<file path="src/rtl/divisor_seq_ctrl_if.sv">
// Front-panel / divider bundle for divisor_seq_ctrl.
// master = controller side, slave = panel buttons plus divider datapath.
interface divisor_seq_ctrl_if #(
    parameter int W = 4
);
    logic         up;
    logic         down;
    logic         ok;
    logic         div_done;
    logic [W-1:0] div_q;
    logic [W-1:0] div_r;
    logic         div_start;
    logic [W-1:0] num;
    logic [W-1:0] den;
    logic [W-1:0] leds;
    logic [1:0]   sel;
    logic         busy;
    logic         err;

    modport master (
        input  up, down, ok,
        input  div_done, div_q, div_r,
        output div_start, num, den,
        output leds, sel, busy, err
    );

    modport slave (
        output up, down, ok,
        output div_done, div_q, div_r,
        input  div_start, num, den,
        input  leds, sel, busy, err
    );
endinterface

</file>
<file path="src/rtl/divisor_seq_ctrl.sv">
// Front-panel sequencer for a W-bit divider: operand entry, start/done, result display.
// Optional DIV_TIMEOUT_EN aborts a wait longer than TIMEOUT cycles into S_ERR.
module divisor_seq_ctrl #(
    parameter int W = 4
`ifdef DIV_TIMEOUT_EN
    , parameter int TIMEOUT = 32
`endif
) (
    input logic                clk,
    input logic                rst,
    divisor_seq_ctrl_if.master bus
);

    typedef enum logic [2:0] {
        S_NUM, S_DEN, S_START, S_WAIT, S_QUO, S_REM, S_ERR
    } state_e;

    state_e       state_q, state_d;
    logic [2:0]   prev_q;
    logic [W-1:0] num_q, num_d;
    logic [W-1:0] den_q, den_d;
    logic [W-1:0] q_q, q_d;
    logic [W-1:0] r_q, r_d;
    logic         up_e, dn_e, ok_e;
    logic         start_o, busy_o, err_o;
    logic [W-1:0] leds_o;
    logic [1:0]   sel_o;

    assign up_e = bus.up   & ~prev_q[0];
    assign dn_e = bus.down & ~prev_q[1];
    assign ok_e = bus.ok   & ~prev_q[2];

`ifdef DIV_TIMEOUT_EN
    localparam int CW = $clog2(TIMEOUT + 1);
    logic [CW-1:0] cnt_q;
    logic          tmo;

    always_ff @(posedge clk) begin
        if (rst || state_q != S_WAIT) cnt_q <= '0;
        else                          cnt_q <= cnt_q + CW'(1);
    end

    assign tmo = (cnt_q == CW'(TIMEOUT - 1));
`endif

    always_ff @(posedge clk) begin
        if (rst) state_q <= S_NUM;
        else     state_q <= state_d;
    end

    always_comb begin
        state_d = state_q;
        unique case (state_q)
            S_NUM:   if (ok_e) state_d = S_DEN;
            S_DEN:   if (ok_e) state_d = (den_q != '0) ? S_START : S_ERR;
            S_START: state_d = S_WAIT;
            S_WAIT: begin
                if (bus.div_done) state_d = S_QUO;
`ifdef DIV_TIMEOUT_EN
                else if (tmo)     state_d = S_ERR;
`endif
            end
            S_QUO:   if (ok_e) state_d = S_REM;
            S_REM:   if (ok_e) state_d = S_NUM;
            S_ERR:   if (ok_e) state_d = S_DEN;
            default: state_d = S_NUM;
        endcase
    end

    // ok wins over up/down; simultaneous up and down cancel
    always_comb begin
        num_d = num_q;
        den_d = den_q;
        q_d   = q_q;
        r_d   = r_q;
        if (!ok_e && (up_e ^ dn_e)) begin
            if (state_q == S_NUM)
                num_d = up_e ? num_q + W'(1) : num_q - W'(1);
            if (state_q == S_DEN)
                den_d = up_e ? den_q + W'(1) : den_q - W'(1);
        end
        if (state_q == S_WAIT && bus.div_done) begin
            q_d = bus.div_q;
            r_d = bus.div_r;
        end
    end

    // history starts at 1 so a button held through reset gives no edge
    always_ff @(posedge clk) begin
        if (rst) begin
            prev_q <= '1;
            num_q  <= '0;
            den_q  <= '0;
            q_q    <= '0;
            r_q    <= '0;
        end else begin
            prev_q <= {bus.ok, bus.down, bus.up};
            num_q  <= num_d;
            den_q  <= den_d;
            q_q    <= q_d;
            r_q    <= r_d;
        end
    end

    always_comb begin
        start_o = 1'b0;
        busy_o  = 1'b0;
        err_o   = 1'b0;
        leds_o  = '0;
        sel_o   = 2'b01;
        unique case (state_q)
            S_NUM: begin
                leds_o = num_q;
                sel_o  = 2'b00;
            end
            S_DEN:   leds_o = den_q;
            S_START: begin
                start_o = 1'b1;
                busy_o  = 1'b1;
            end
            S_WAIT:  busy_o = 1'b1;
            S_QUO: begin
                leds_o = q_q;
                sel_o  = 2'b10;
            end
            S_REM: begin
                leds_o = r_q;
                sel_o  = 2'b11;
            end
            S_ERR: begin
                leds_o = '1;
                err_o  = 1'b1;
            end
            default: ;
        endcase
    end

    assign bus.div_start = start_o;
    assign bus.busy      = busy_o;
    assign bus.err       = err_o;
    assign bus.leds      = leds_o;
    assign bus.sel       = sel_o;
    assign bus.num       = num_q;
    assign bus.den       = den_q;

endmodule
</file>
<file path="src/flat_wrapper.sv">
// flat-port wrapper written by rule: the top's interface ports become plain ports
module divisor_seq_ctrl_flat 
#(
    parameter int W = 4

)
  (clk, rst, bus_up, bus_down, bus_ok, bus_div_done, bus_div_q, bus_div_r, bus_div_start, bus_num, bus_den, bus_leds, bus_sel, bus_busy, bus_err);
  divisor_seq_ctrl_if #(.W(W)) bus_i ();
  input logic clk;
  input logic rst;
  input wire logic [$bits(bus_i.up)-1:0] bus_up;
  input wire logic [$bits(bus_i.down)-1:0] bus_down;
  input wire logic [$bits(bus_i.ok)-1:0] bus_ok;
  input wire logic [$bits(bus_i.div_done)-1:0] bus_div_done;
  input wire logic [$bits(bus_i.div_q)-1:0] bus_div_q;
  input wire logic [$bits(bus_i.div_r)-1:0] bus_div_r;
  output wire logic [$bits(bus_i.div_start)-1:0] bus_div_start;
  output wire logic [$bits(bus_i.num)-1:0] bus_num;
  output wire logic [$bits(bus_i.den)-1:0] bus_den;
  output wire logic [$bits(bus_i.leds)-1:0] bus_leds;
  output wire logic [$bits(bus_i.sel)-1:0] bus_sel;
  output wire logic [$bits(bus_i.busy)-1:0] bus_busy;
  output wire logic [$bits(bus_i.err)-1:0] bus_err;
  assign bus_i.up = bus_up;
  assign bus_i.down = bus_down;
  assign bus_i.ok = bus_ok;
  assign bus_i.div_done = bus_div_done;
  assign bus_i.div_q = bus_div_q;
  assign bus_i.div_r = bus_div_r;
  assign bus_div_start = bus_i.div_start;
  assign bus_num = bus_i.num;
  assign bus_den = bus_i.den;
  assign bus_leds = bus_i.leds;
  assign bus_sel = bus_i.sel;
  assign bus_busy = bus_i.busy;
  assign bus_err = bus_i.err;
  divisor_seq_ctrl #(.W(W)) u_core (.clk(clk), .rst(rst), .bus(bus_i));
endmodule
</file>
<file path="config.mk">
export PLATFORM = sky130hd
export DESIGN_NAME = divisor_seq_ctrl_flat
export DESIGN_NICKNAME = d
export VERILOG_FILES = /design/src/rtl/divisor_seq_ctrl_if.sv /design/src/rtl/divisor_seq_ctrl.sv /design/src/flat_wrapper.sv
export SDC_FILE = /design/constraint.sdc
export NUM_CORES = 1
export LEC_CHECK = 0
export CAP_MARGIN = 20
export CORE_UTILIZATION = 53
export CTS_CLUSTER_SIZE = 28
export DETAILED_ROUTE_END_ITERATION = 10
export PLACE_DENSITY = 0.84
export SLEW_MARGIN = 20
export SYNTH_ARGS = -nofsm -noshare
export SYNTH_HDL_FRONTEND = slang
export SYNTH_SLANG_ARGS = --single-unit
</file>
<file path="constraint.sdc">
create_clock -name clk -period 2.7 [get_ports clk]
set_input_delay 0.54 -clock clk [delete_from_list [all_inputs] [get_ports clk]]
set_output_delay 0.54 -clock clk [all_outputs]
set_load 0.05 [all_outputs]
</file>
==> out/metrics.sh <==
CLKSINKCOUNT=22
IO_PINS=31
POWER.DENSITY_nW_PER_UM2=487
POST_DRT_VIA_CELL_RATIO=5.90
FINAL_NETS=216
WORST-ENDPOINT-ARRIVAL_PS=1970
POSTCTSRESIZEDCELLS=0
GRT_REMAINING_OVERFLOW=0
DIEWIDTH_UM=51.9
TIMING.MAX_SLEW.REL_SLACK_PCT=40.6
PATH_CLASS='flip-flop to primary output'
INITIAL_CORE_UTIL_PCT=57.9
STARTPOINT_TYPE='flip-flop'
POSTSYNTHCELLCOUNT=171
MAX_CAP_VIOL_COUNT=0
CLK_TRANSITION_REPORTED_PATHS_PS=130
GRT_START_MAX_NET_PINS=20
SYNTH_TOP_CELLS_BY_COUNT='sky130_fd_sc_hd__dfxtp_1 (22), sky130_fd_sc_hd__a21oi_1 (19), sky130_fd_sc_hd__nand2_1 (18)'
TIGHTEST_SLEW_PS=885
STDCELL_COUNT=225
POST-ROUTE-MIN-PERIOD_PS=2510
ROUTE.FINAL.WIRE_LENGTH_UM=3080
ROWS=17
NFILLCELLS=173
REPORT.POWER.TOTAL_mW=0.819
SYNTH_AREA_PER_CELL_UM2=7.70
SYNTHESIS.NETS=189
DRT.ANTENNA.VIOLATING_NETS=0
GRT_USE_TOTAL_PCT=26.6
CTS_TREE='done'
DP_CELLS=221
REPORT.FINAL.SETUP_VIOL=0
TIMING.FINAL.HOLD_VIOLATIONS=0
CLK_LATENCY_PS=310
ASYNC_RESET_FF_SHARE_PCT=0
DP_HPWL_UM=2300
CTS_MAX_LEVEL=1
CORE_REGION_UM2=2280
CLOCK_ROOT_BUFFER_MASTER='sky130_fd_sc_hd__clkbuf_4'
FIN_CRIT_SH_PCT=92.9
YOSYS.CELL_COUNT.TOP_TYPE='sky130_fd_sc_hd__dfxtp_1'
CLOCKBUFFERDEPTH=2
POSTCTSHOLDBUFS=0
AVGROUTEDWIREPERCELL_UM=13.7
VIAS=1327
FIN_WORST_SKEW_PS=7.24
DRIVE_ABOVE_1_SHARE_PCT=8.12
SYNTH-EDFF-COUNT=0
DIODES=0
SYN_AREA_UM2=1320
VDD.IR_DROP.WORST_V=0.000337
CRITICAL_PATH.ENDPOINT_TYPE='primary output'
DRTPASS1ITERATIONS=4
AREA_DELTA_SYNTH_FINAL_PCT=27.5
FIRST_GLOBAL_VIAS=1155
MULTIINPUTGATEAREA_UM2=802
MAXSLEWVIOLCOUNT=0
DIE_AREA_UM2=2690
CTS-BUFFERS-INSERTED=3
ROUTABILITYCONGESTION=0.886
SEQCELLAREA_UM2=440
SYNTH.FF_LATCH_COUNT=22
POWER.LEAKAGE_nW=0.592
POSTCTSSETUPBUFFERS=0
YS_DOMINANT_REG_CELL='sky130_fd_sc_hd__dfxtp_1'
COUNT_OF_CELL_TYPES_IN_THE_NETLIST=38
CRIT_PATH_REQUIRED_TIME_PS=2160
RSZ_0062_RAISED_AFTER_GLOBAL_ROUTING='no'
RESULT_OF_THE_RUN='finished, final reports clean'
SYNTH_LARGEST_AREA_CELL='sky130_fd_sc_hd__dfxtp_1'
CP_MAX_FO=12
GRT_FIRST_PASS_WIRELENGTH_UM=5220
DETAIL_ROUTE.DRC_VIOLATIONS=0
STDCELL_AREA_UM2=1680
TIMING.SETUP.TNS_PS=0
SEQUENTIAL_AREA_SHARE_AFTER_SYNTHESIS_PCT=33.4
WHS_PS=468
SYNTH_WARNINGS=0
DPL-INSTANCE-AREA_UM2=1630
NUMBER_OF_ANTENNA_VIOLATIONS_AT_THE_FIRST_CHECK_IN_GLOBAL_ROUTING=0
NUMPORTBUFFERS=30
FMAX_MHz=399
HOLD_PATH.CLASS='flip-flop to flip-flop'
DIE-HEIGHT_UM=51.9
SYNTH_TOP_AREA_SHARE_PCT=33.4
SYNTH.TOP_CELLS.BY_AREA='sky130_fd_sc_hd__dfxtp_1 (33%), sky130_fd_sc_hd__a21oi_1 (7.2%), sky130_fd_sc_hd__nand2_1 (5.1%)'
DRT_ITER0_DRC=41
## final cells by class
cell class	count	area share [%]
clock buffer	3	1.34
multi-input combinational	130	47.7
tap	28	2.08
clock inverter	1	1.79
sequential	22	26.2
inverter	6	1.34
timing repair buffer	35	19.5
## kinds of logic (layout without fill, tap and decap cells)
| group | Yosys count | after routing | share of synthesized area [%] |
|---|---|---|---|
| AOI/OAI and AO/OA | 53 | 53 | 23.4 |
| xor gates and xnor gates | 5 | 5 | 3.32 |
| adders and majority gates | 4 | 4 | 3.80 |
| buffers and inverters | 19 | 45 | 5.70 |
| DFF | 22 | 22 | 33.4 |
| muxes | 4 | 4 | 3.04 |
| and+or+nand+nor | 64 | 64 | 27.4 |
## sequential cells by signal (all words and copies together), names as in the netlist
name and flops:
u_core.r_q 4, u_core.prev_q 3, u_core.q_q 4, u_core.bus.den 4
u_core.bus.num 4, u_core.state_q 3
## per-layer routing
metal  track usage, %  up-vias  share of wire, %
met3             3.51        4               4.4
met5                0        -                 0
li1                 -      669                 -
met4             10.8        0               1.1
met1             37.2      613                46
met2             40.8       41                48
## worst max-delay path, cell delays in order (launching register included)
cell and delay (ps):
sky130_fd_sc_hd__dfxtp_1 570, sky130_fd_sc_hd__nor3b_1 240, sky130_fd_sc_hd__clkdlybuf4s50_1 840
## path summary, 6_finish.rpt
check / from / depth (start not counted) / slack (ps) / to
worst min-delay path: u_core.q_q[0] / 2 / 470 / u_core.q_q[0]
worst max register to register: u_core.prev_q[0] / 7 / 840 / u_core.bus.num[3]
worst min register to register: u_core.q_q[0] / 2 / 470 / u_core.q_q[0]
worst max-delay path: u_core.state_q[1] / 2 / 190 / bus_div_start
## per-stage QoR
stage,worst slack [ps],utilization [%]
2_1_floorplan,119,-
3_3_place_gp,217,71.5
3_5_place_dp,141,71.5
4_1_cts,187,73.8
5_1_grt,72.0,73.8
6_report,192,73.8
## cells in the final DEF (no fill, tap or decap), drive strengths merged, types with 6 or more instances in the layout
cell type | synthesis | final
a21oi | 19 | 19
dfxtp | 22 | 22
nor2b | 9 | 9
o21ai | 17 | 17
buf | 3 | 9
nand2 | 18 | 18
inv | 6 | 6
clkdlybuf4s50 | 0 | 26
## power breakdown
group / leakage [nW] / total, mW / switching (mW) / internal, mW
Combinational: 0.385 / 0.211 / 0.125 / 0.0860
Sequential: 0.179 / 0.353 / 0.0167 / 0.337
Clock: 0.0279 / 0.255 / 0.105 / 0.150
Total: 0.592 / 0.819 / 0.246 / 0.573
Note: power is estimated with default switching activity, not from simulation.
==> variant: new RTL, same settings <==
Encoding of `state_e`: now one-hot (7 bits for 7 states).
--- a/src/rtl/divisor_seq_ctrl.sv
+++ b/src/rtl/divisor_seq_ctrl.sv
@@ -11,8 +11,8 @@
     divisor_seq_ctrl_if.master bus
 );
 
-    typedef enum logic [2:0] {
-        S_NUM, S_DEN, S_START, S_WAIT, S_QUO, S_REM, S_ERR
+    typedef enum logic [6:0] {
+        S_NUM = 7'b0000001, S_DEN = 7'b0000010, S_START = 7'b0000100, S_WAIT = 7'b0001000, S_QUO = 7'b0010000, S_REM = 7'b0100000, S_ERR = 7'b1000000
     } state_e;
 
     state_e       state_q, state_d;
Function: no difference found for any inputs over 10 cycles, from zero or initial values and one cycle with rst high; not proved beyond that.
==> variant against the unedited design <==
Sequential cell count grew 4; sequential share of layout area increased by 0.71 points; clock skew shrank 0.0040 ns; utilization down 2.9 points; routed wire length increased by 10%; synthesized area up 15%; worst setup slack worse by 0.056 ns; design area rose by 15%; die area rose by 15%; global-route usage is 3.7 points lower; largest cell class unchanged.
Power is not compared: it rests on default switching activity, and its combinational part moved more than twofold at a synthesized area within 25%.
==> variant: results (changes against the unedited design) <==
.. list-table::
   :header-rows: 1

   * - Metric
     - Value
   * - Cell family with the largest share of critical-path delay
     - simple AND/OR/NAND/NOR gates (was buffers and inverters)
   * - Worst Skew
     - 0.00321 ns (was 0.00724 ns)
   * - Max Fanout on Critical Path
     - 7 (was 12)
   * - Area of the mapped netlist
     - 0.00152 mm^2 (was 0.00132 mm^2)
   * - Status
     - completed (unchanged)
   * - Nets in the synthesized netlist
     - 184 (was 189)
   * - Fill count
     - 218 (was 173)
   * - Number of diodes added for antenna fixing
     - 0 (unchanged)
   * - Dominant cells by area after synthesis
     - dfxtp_1, mux2i_1, nor2_1, xnor2_1, a21oi_1 (was dfxtp_1, a21oi_1, nand2_1, o21ai_1, nor2b_1)
   * - Pin count of the biggest net entering global routing
     - 17 (was 20)
   * - Wire length per cell after detailed routing
     - 15.1 um (was 13.7 um)
   * - Number of DRC markers after the initial detailed-route iteration
     - 62 (was 41)
   * - DP Wirelength
     - 2.58 mm (was 2.30 mm)
   * - Slew of the pin with the lowest slew margin
     - 0.591 ns (was 0.885 ns)
   * - First-pass GRT wire length
     - 5.67 mm (was 5.22 mm)
   * - Post-Place Cells
     - 220 (was 221)
   * - Average size of a mapped cell
     - 9.27 um^2 (was 7.70 um^2)
   * - Placement-stage worst setup slack
     - 0.204 ns (was 0.141 ns)
   * - Overall track demand over capacity in global routing
     - 0.229 (was 0.266)
   * - Startpoint of the most critical register-to-register path
     - u_core.state_q[6] (was u_core.prev_q[0])
   * - Arrival @ worst endpoint
     - 2.02 ns (was 1.97 ns)
   * - Crit Reg-Reg Endpoint
     - u_core.state_q[6] (was u_core.bus.num[3])
   * - Worst R2R Path Depth
     - 5 (was 7)
   * - Commonest cells in the netlist
     - dfxtp_1, nor2_1, a21oi_1, mux2i_1 (was dfxtp_1, a21oi_1, nand2_1, o21ai_1, clkbuf_1)
   * - Register cell area after layout
     - 522 um^2 (was 440 um^2)
   * - Worst Min Path Start
     - u_core.r_q[1] (was u_core.q_q[0])
   * - Number of sinks handled by clock tree synthesis
     - 26 (was 22)
   * - Sequential-to-total area share from yosys stat
     - 0.342 (was 0.334)
   * - Slack of the worst reg-to-reg path
     - 0.69 ns (was 0.84 ns)
   * - Slowest stage cell on the critical path
     - or3_4 (was clkdlybuf4s50_1)
   * - Number of distinct library cell variants in the gate-level netlist after synthesis
     - 43 (was 38)
   * - Post-placement cell area
     - 0.00189 mm^2 (was 0.00163 mm^2)
variant: cell types whose count changed after synthesis, sizes merged, moves of 5 or more:
cell,change
nor2,+20
o21ai,-17
nand2,-8
a21oi,-8
xnor2,+5
nor2b,-7
mux2i,+7
variant: worst max-delay path by stage:
| stage | from | end | slack [ns] | cells after the start |
|---|---|---|---|---|
| global route | u_core.state_q[3] | bus_leds[0] | 0.03 | 5 |
| CTS | u_core.state_q[2] | bus_leds[0] | 0.03 | 5 |
| finish | u_core.state_q[3] | bus_leds[0] | 0.14 | 5 |
| floorplan | u_core.state_q[2] | bus_leds[1] | 0.009 | 6 |
| detailed placement | bus_up | u_core.bus.den[3] | 0.20 | 8 |
| global placement | bus_up | u_core.bus.num[3] | 0.33 | 8 |
variant: layer usage:
metal  share of wire  track usage
met1            0.45        0.305
met2            0.50        0.377
met3           0.042       0.0328
met4          0.0065       0.0821
met5               0            0
variant: timing repair:
item / in CTS / in global routing
endpoints found under the hold margin: 0 / 0
gates resized for setup: 0 / 2
setup buffers: 2 / 0
endpoints found under the setup margin: 1 / 6
pin swaps: 1 / 0
cloned: 0 / 0
variant: cell type report:
| cell class | instances | area share |
|---|---|---|
| clock buffers | 3 | 0.0116 |
| inverters | 3 | 0.00581 |
| multi-input cells | 126 | 0.495 |
| flip-flops and latches | 26 | 0.269 |
| well taps | 31 | 0.0200 |
| repair buffers | 36 | 0.199 |
variant: logic make-up (layout without fill, tap and decap cells):
logic type,count (synthesis),in the layout,share of synthesized area
AND/OR/NAND/NOR,68,68,0.270
AO/OA/AOI/OAI,31,31,0.160
flip-flops,26,26,0.342
buffers and inverters,12,42,0.0379
multiplexers,11,11,0.0724
XOR/XNOR,10,10,0.0576
adder cells (fa/ha/maj),6,6,0.0593
